==> src/rtl/rom_loader.sv <==
// Byte-stream to word-memory loader: assembles little-endian 32-bit words from an
// 8-bit valid/ready stream and issues one write strobe per word to a target memory.
module rom_loader #(
  parameter int ADDR_LENGTH = 8,
  parameter int MEM_SIZE    = 2 ** ADDR_LENGTH
) (
  input  logic                   clk,
  input  logic                   rst_n,
  input  logic                   start,
  input  logic [ADDR_LENGTH:0]   length_words,
  input  logic                   in_valid,
  input  logic [7:0]             in_data,
  output logic                   in_ready,
  output logic                   we,
  output logic [31:0]            waddr,
  output logic [31:0]            wdata,
  output logic                   busy,
  output logic                   done,
  output logic                   error
);

  localparam int LEN_W = ADDR_LENGTH + 1;

  typedef enum logic [1:0] {IDLE, LOAD, WRITE, DONE} state_t;

  state_t                 state;
  logic [ADDR_LENGTH-1:0] word_idx;
  logic [1:0]             byte_idx;
  logic [LEN_W-1:0]       len_q;
  logic [23:0]            byte_buf;
  logic [LEN_W-1:0]       word_count;

  // Words completed once the word currently in WRITE has been issued.
  assign word_count = {1'b0, word_idx} + LEN_W'(1);

  // NOTE: state lives in always_ff with non-blocking (<=) assignments so every
  // register samples pre-edge values; blocking here would create ordering races.
  always_ff @(posedge clk or negedge rst_n) begin
    if (!rst_n) begin
      state    <= IDLE;
      word_idx <= '0;
      byte_idx <= '0;
      len_q    <= '0;
      byte_buf <= '0;
      in_ready <= 1'b0;
      we       <= 1'b0;
      waddr    <= '0;
      wdata    <= '0;
      busy     <= 1'b0;
      done     <= 1'b0;
      error    <= 1'b0;
    end else begin
      we <= 1'b0;
      case (state)
        IDLE, DONE: begin
          if (start) begin
            done     <= 1'b0;
            error    <= 1'b0;
            word_idx <= '0;
            byte_idx <= '0;
            len_q    <= length_words;
            if (length_words == '0) begin
              state <= DONE;
              done  <= 1'b1;
            end else if (length_words > LEN_W'(MEM_SIZE)) begin
              state <= DONE;
              done  <= 1'b1;
              error <= 1'b1;
            end else begin
              state    <= LOAD;
              in_ready <= 1'b1;
              busy     <= 1'b1;
            end
          end
        end
        LOAD: begin
          if (in_valid) begin
            byte_idx <= byte_idx + 2'd1;
            if (byte_idx == 2'd3) begin
              // The fourth byte goes straight to wdata; only bytes 0..2 are buffered.
              state    <= WRITE;
              in_ready <= 1'b0;
              we       <= 1'b1;
              waddr    <= 32'(word_idx) << 2;
              wdata    <= {in_data, byte_buf};
            end else begin
              byte_buf[8*byte_idx +: 8] <= in_data;
            end
          end
        end
        WRITE: begin
          if (word_count == len_q) begin
            state <= DONE;
            busy  <= 1'b0;
            done  <= 1'b1;
          end else begin
            word_idx <= word_idx + ADDR_LENGTH'(1);
            state    <= LOAD;
            in_ready <= 1'b1;
          end
        end
        default: state <= IDLE;
      endcase
    end
  end

endmodule

==> config.mk <==
export PLATFORM = sky130hd
export DESIGN_NAME = rom_loader
export DESIGN_NICKNAME = d
export VERILOG_FILES = /design/src/rtl/rom_loader.sv
export SDC_FILE = /design/constraint.sdc
export NUM_CORES = 1
export LEC_CHECK = 0
export CORE_ASPECT_RATIO = 1.1
export CORE_MARGIN = 2
export CORE_UTILIZATION = 55
export CTS_BUF_LIST = sky130_fd_sc_hd__clkbuf_8
export DETAILED_ROUTE_END_ITERATION = 10
export GPL_TIMING_DRIVEN = 0
export HOLD_SLACK_MARGIN = 0.08
export PLACE_DENSITY = 0.9
export SLEW_MARGIN = 30
export SYNTH_ARGS = -nofsm -noshare
export SYNTH_HDL_FRONTEND = slang
export SYNTH_SLANG_ARGS = --single-unit
==> constraint.sdc <==
create_clock -name clk -period 6.7 [get_ports clk]
set_clock_uncertainty 0.15 [all_clocks]
set_input_delay 1.005 -clock clk [delete_from_list [all_inputs] [get_ports clk]]
set_output_delay 1.005 -clock clk [all_outputs]
set_load 0.02 [all_outputs]
==> impl_metrics.py <==
metrics = {
    "cells_and_area": {
        "antennaDiodeCount": 0,
        "layout.nets": 527,
        "syn_to_final_growth_pct": 25.3,
        "fillers": 561,
        "multi_input_area_sq_mm": 0.00180,
        "drive_above_1_share_pct": 19.4,
        "register_area_sq_mm": 0.00225,
    },
    "clock_network": {
        "h-tree-depth": 3,
        "clk-insertion-delay-late_ns": 0.37,
        "cts_made_buffers": 9,
        "clkTransAtPathRegs_ns": 0.09,
        "root_buffer": "clkbuf_8",
        "ctsResizeCount": 0,
        "ctsHoldBuffers": 0,
        "clock_path_buffers": 2,
        "post_cts_buffers": 0,
        "cts_tree": "built",
        "cts_sinks": 90,
    },
    "die": {
        "dieHeight_um": 96.5,
        "ioPinCount": 90,
        "fp.dieW_um": 88.1,
        "row_count": 33,
        "core_area_sq_mm": 0.00751,
        "start_util_pct": 56.9,
        "die_area_sq_mm": 0.00850,
    },
    "timing": {
        "max_freq_ghz": 0.355,
        "holdWs_ns": 0.340,
        "min_period_ns": 2.82,
        "setup_tns_ns": 0,
        "relSlewSlack_pct": 38.3,
        "worstMarginPinSlew_ns": 0.924,
        "slew_viol_final": 0,
        "setup_viol": 0,
        "post-route-period-util_pct": 42.0,
        "timing_hold_violations_final": 0,
        "rsz0062_at_grt": "no",
    },
    "pwr": {
        "total_power_mw": 1.74,
        "netSwitchingFraction_pct": 36.1,
        "pwr-share-clk_pct": 21.0,
        "p_switching_mw": 0.630,
        "power_density_mw_per_mm2": 326,
        "combPwrFrac_pct": 36.2,
        "p_leak_nw": 2.49,
        "pwr-share-seq_pct": 42.7,
        "internal_power_mw": 1.11,
        "vdd_drop_max_v": 0.000196,
    },
    "grt": {
        "grt_pass1_vias": 3191,
        "grtUsageTotal_pct": 23.3,
        "grt_pass1_wl_um": 15000,
        "grt_overflow_total": 0,
        "antenna_found_initial": 0,
        "grt_max_degree": 47,
    },
    "synth": {
        "synth_cell_type_count": 42,
        "synth_area_per_cell_sq_um": 10.8,
        "synth_edf_count": 0,
        "synth_flop_cell": "dfrtp_1",
        "yosysSeqAreaShare_pct": 52.6,
        "async_flop_share_pct": 100,
        "synthCells": 395,
        "synth_area_sq_mm": 0.00428,
        "ys_warn_count": 0,
        "synth-seq-cells": 90,
    },
    "critical_path": {
        "crit_path_start_kind": "flip-flop",
        "worstPathMaxFanout": 8,
        "worstSetupPathType": "flip-flop to flip-flop",
        "critical_path.endpoint_type": "flip-flop",
        "max_stage_delay_ns": 0.52,
        "crit_slowest_cell": "dfrtp_1",
        "crit_required_ns": 6.80,
        "cp.arrival_ns": 2.92,
        "path_buf_inv": 1,
        "critPathTopFamily": "compound AO/OA/AOI/OAI gates",
        "path_cells": "ha_1 -> clkbuf_1 -> nand4_1 -> xor2_1 -> o211ai_1 -> a211o_4 -> or2_4 -> a22o_1",
    },
    "placement": {
        "portBuffers": 65,
        "place.gp.congestion": 0.863,
        "hpwl_um": 6750,
    },
    "detailed_routing": {
        "drt.antenna.violating_nets": 0,
        "wirelength_um": 9400,
        "wl_per_cell_um": 15.6,
        "drtIter0Drc": 157,
        "drc": 0,
        "dr.pass1.iters": 5,
        "routed-via-count": 3247,
        "viasPerCell": 5.38,
    },
    "worst_hold_path": {
        "hp-class": "flip-flop to flip-flop",
    },
    "status": {
        "status": "completed",
    },
    "job": {
        "maxCapViolations": 0,
    },
}
==> layout make-up <==
class,instances,area share [%]
inverters,12,0.841
repair buffers,66,12.5
multi-input cells,273,33.6
clock inverters,6,1.26
clock buffers,9,2.31
well taps,105,2.45
plain buffers,43,4.97
flip-flops and latches,90,42.0
==> Yosys cell counts (2+ instances only) <==
cell / count / share of area, %
and3_1: 2 / 0.29
nor4_1: 3 / 0.44
clkbuf_1: 14 / 1.2
buf_4: 25 / 4.4
a31oi_1: 2 / 0.29
nand4_1: 3 / 0.44
mux2i_1: 3 / 0.70
buf_2: 3 / 0.35
nor2_1: 9 / 0.79
nand4b_1: 2 / 0.41
a21oi_1: 11 / 1.3
dfrtp_1: 90 / 53
xnor2_1: 6 / 1.2
o21ai_0: 36 / 4.2
a41o_1: 3 / 0.70
o211ai_1: 4 / 0.70
a22o_1: 3 / 0.61
xor2_1: 4 / 0.82
nor3b_1: 3 / 0.53
o21a_1: 2 / 0.35
nand2_1: 67 / 5.9
nand3_1: 8 / 0.94
ha_1: 11 / 3.2
inv_1: 12 / 1.1
nor3_1: 6 / 0.70
mux2_2: 47 / 12
==> layer usage <==
layer  up-vias  GRT usage, %  routed length, um
met5         -             0                  0
li1       1511             -                  -
met3        29          3.65                583
met1      1560          26.8               3680
met4         0          12.1                295
met2       147          41.7               4840
==> registers in the layout, summed over array words and instances, names as in the netlist, 2 cells and up <==
register,count
byte_buf,24
byte_idx,2
len_q,9
state,2
waddr,8
wdata,32
word_idx,8
==> cell usage in the layout, fill, tap and decap left out, types with 3 or more instances in the layout <==
cell,count
buf_4,25
o211ai_1,4
clkbuf_1,14
nor4_1,3
nor2_1,9
nand4_1,3
a22o_1,3
inv_1,12
a41o_1,3
ha_1,11
a21oi_1,11
o21ai_0,36
clkdlybuf4s50_1,64
buf_2,3
dfrtp_1,90
nand2_1,67
nor3_1,6
mux2_2,47
nand3_1,8
conb_1,24
xnor2_1,6
nor3b_1,3
clkbuf_8,9
xor2_1,4
mux2i_1,3
==> stage by stage <==
step / std cells / cell area [sq um] / util, % / setup slack [ns]
floorplan: 418 / 4360 / - / 4.31
global placement: 588 / 5150 / 68.5 / 1.45
detailed placement: 589 / 5170 / 68.8 / 3.64
CTS: 604 / 5360 / 71.3 / 3.96
global route: 604 / 5360 / 71.3 / 3.84
finish: 604 / 5360 / 71.3 / 3.88
==> cells by family (layout without fill, tap and decap cells) <==
kind of cell	after synthesis	after routing	synth area share, %
other cells	1	24	0.0877
simple gates	109	109	11.8
compound gates	69	69	9.86
fa+ha+maj	11	11	3.22
buf+inv	55	136	7.28
flops	90	90	52.6
mux	50	50	13.1
xor+xnor	10	10	2.05
==> worst min-delay path: stages, from the launching register on <==
cell	delay [ns]
dfrtp_1	0.35
nand2_1	0.05
o21ai_0	0.06
==> worst paths after layout <==
| path | start | to | slack, ns | depth (start not counted) |
|---|---|---|---|---|
| max in group asynchronous | rst_n | word_idx[4]$_DFFE_PN0P_ | 5.43 | 2 |
| setup reg to reg | word_idx[0]$_DFFE_PN0P_ | busy$_DFFE_PN0P_ | 3.88 | 8 |
| hold reg to reg | byte_buf[5]$_DFFE_PN0P_ | byte_buf[5]$_DFFE_PN0P_ | 0.34 | 2 |
| setup / recovery | word_idx[0]$_DFFE_PN0P_ | busy$_DFFE_PN0P_ | 3.88 | 8 |
| min in group asynchronous | rst_n | wdata[16]$_DFFE_PN0P_ | 0.39 | 1 |
| hold / removal | byte_buf[5]$_DFFE_PN0P_ | byte_buf[5]$_DFFE_PN0P_ | 0.34 | 2 |
==> power groups by stage <==
stage	clock network, mW	logic [mW]	registers [mW]
6_report	0.367	0.632	0.746
3_3_place_gp	0	0.592	0.745
2_1_floorplan	0	0.386	0.779
4_1_cts	0.368	0.630	0.745
3_5_place_dp	0	0.622	0.756
5_1_grt	0.393	0.694	0.759
(Power assumes the default switching activity.)
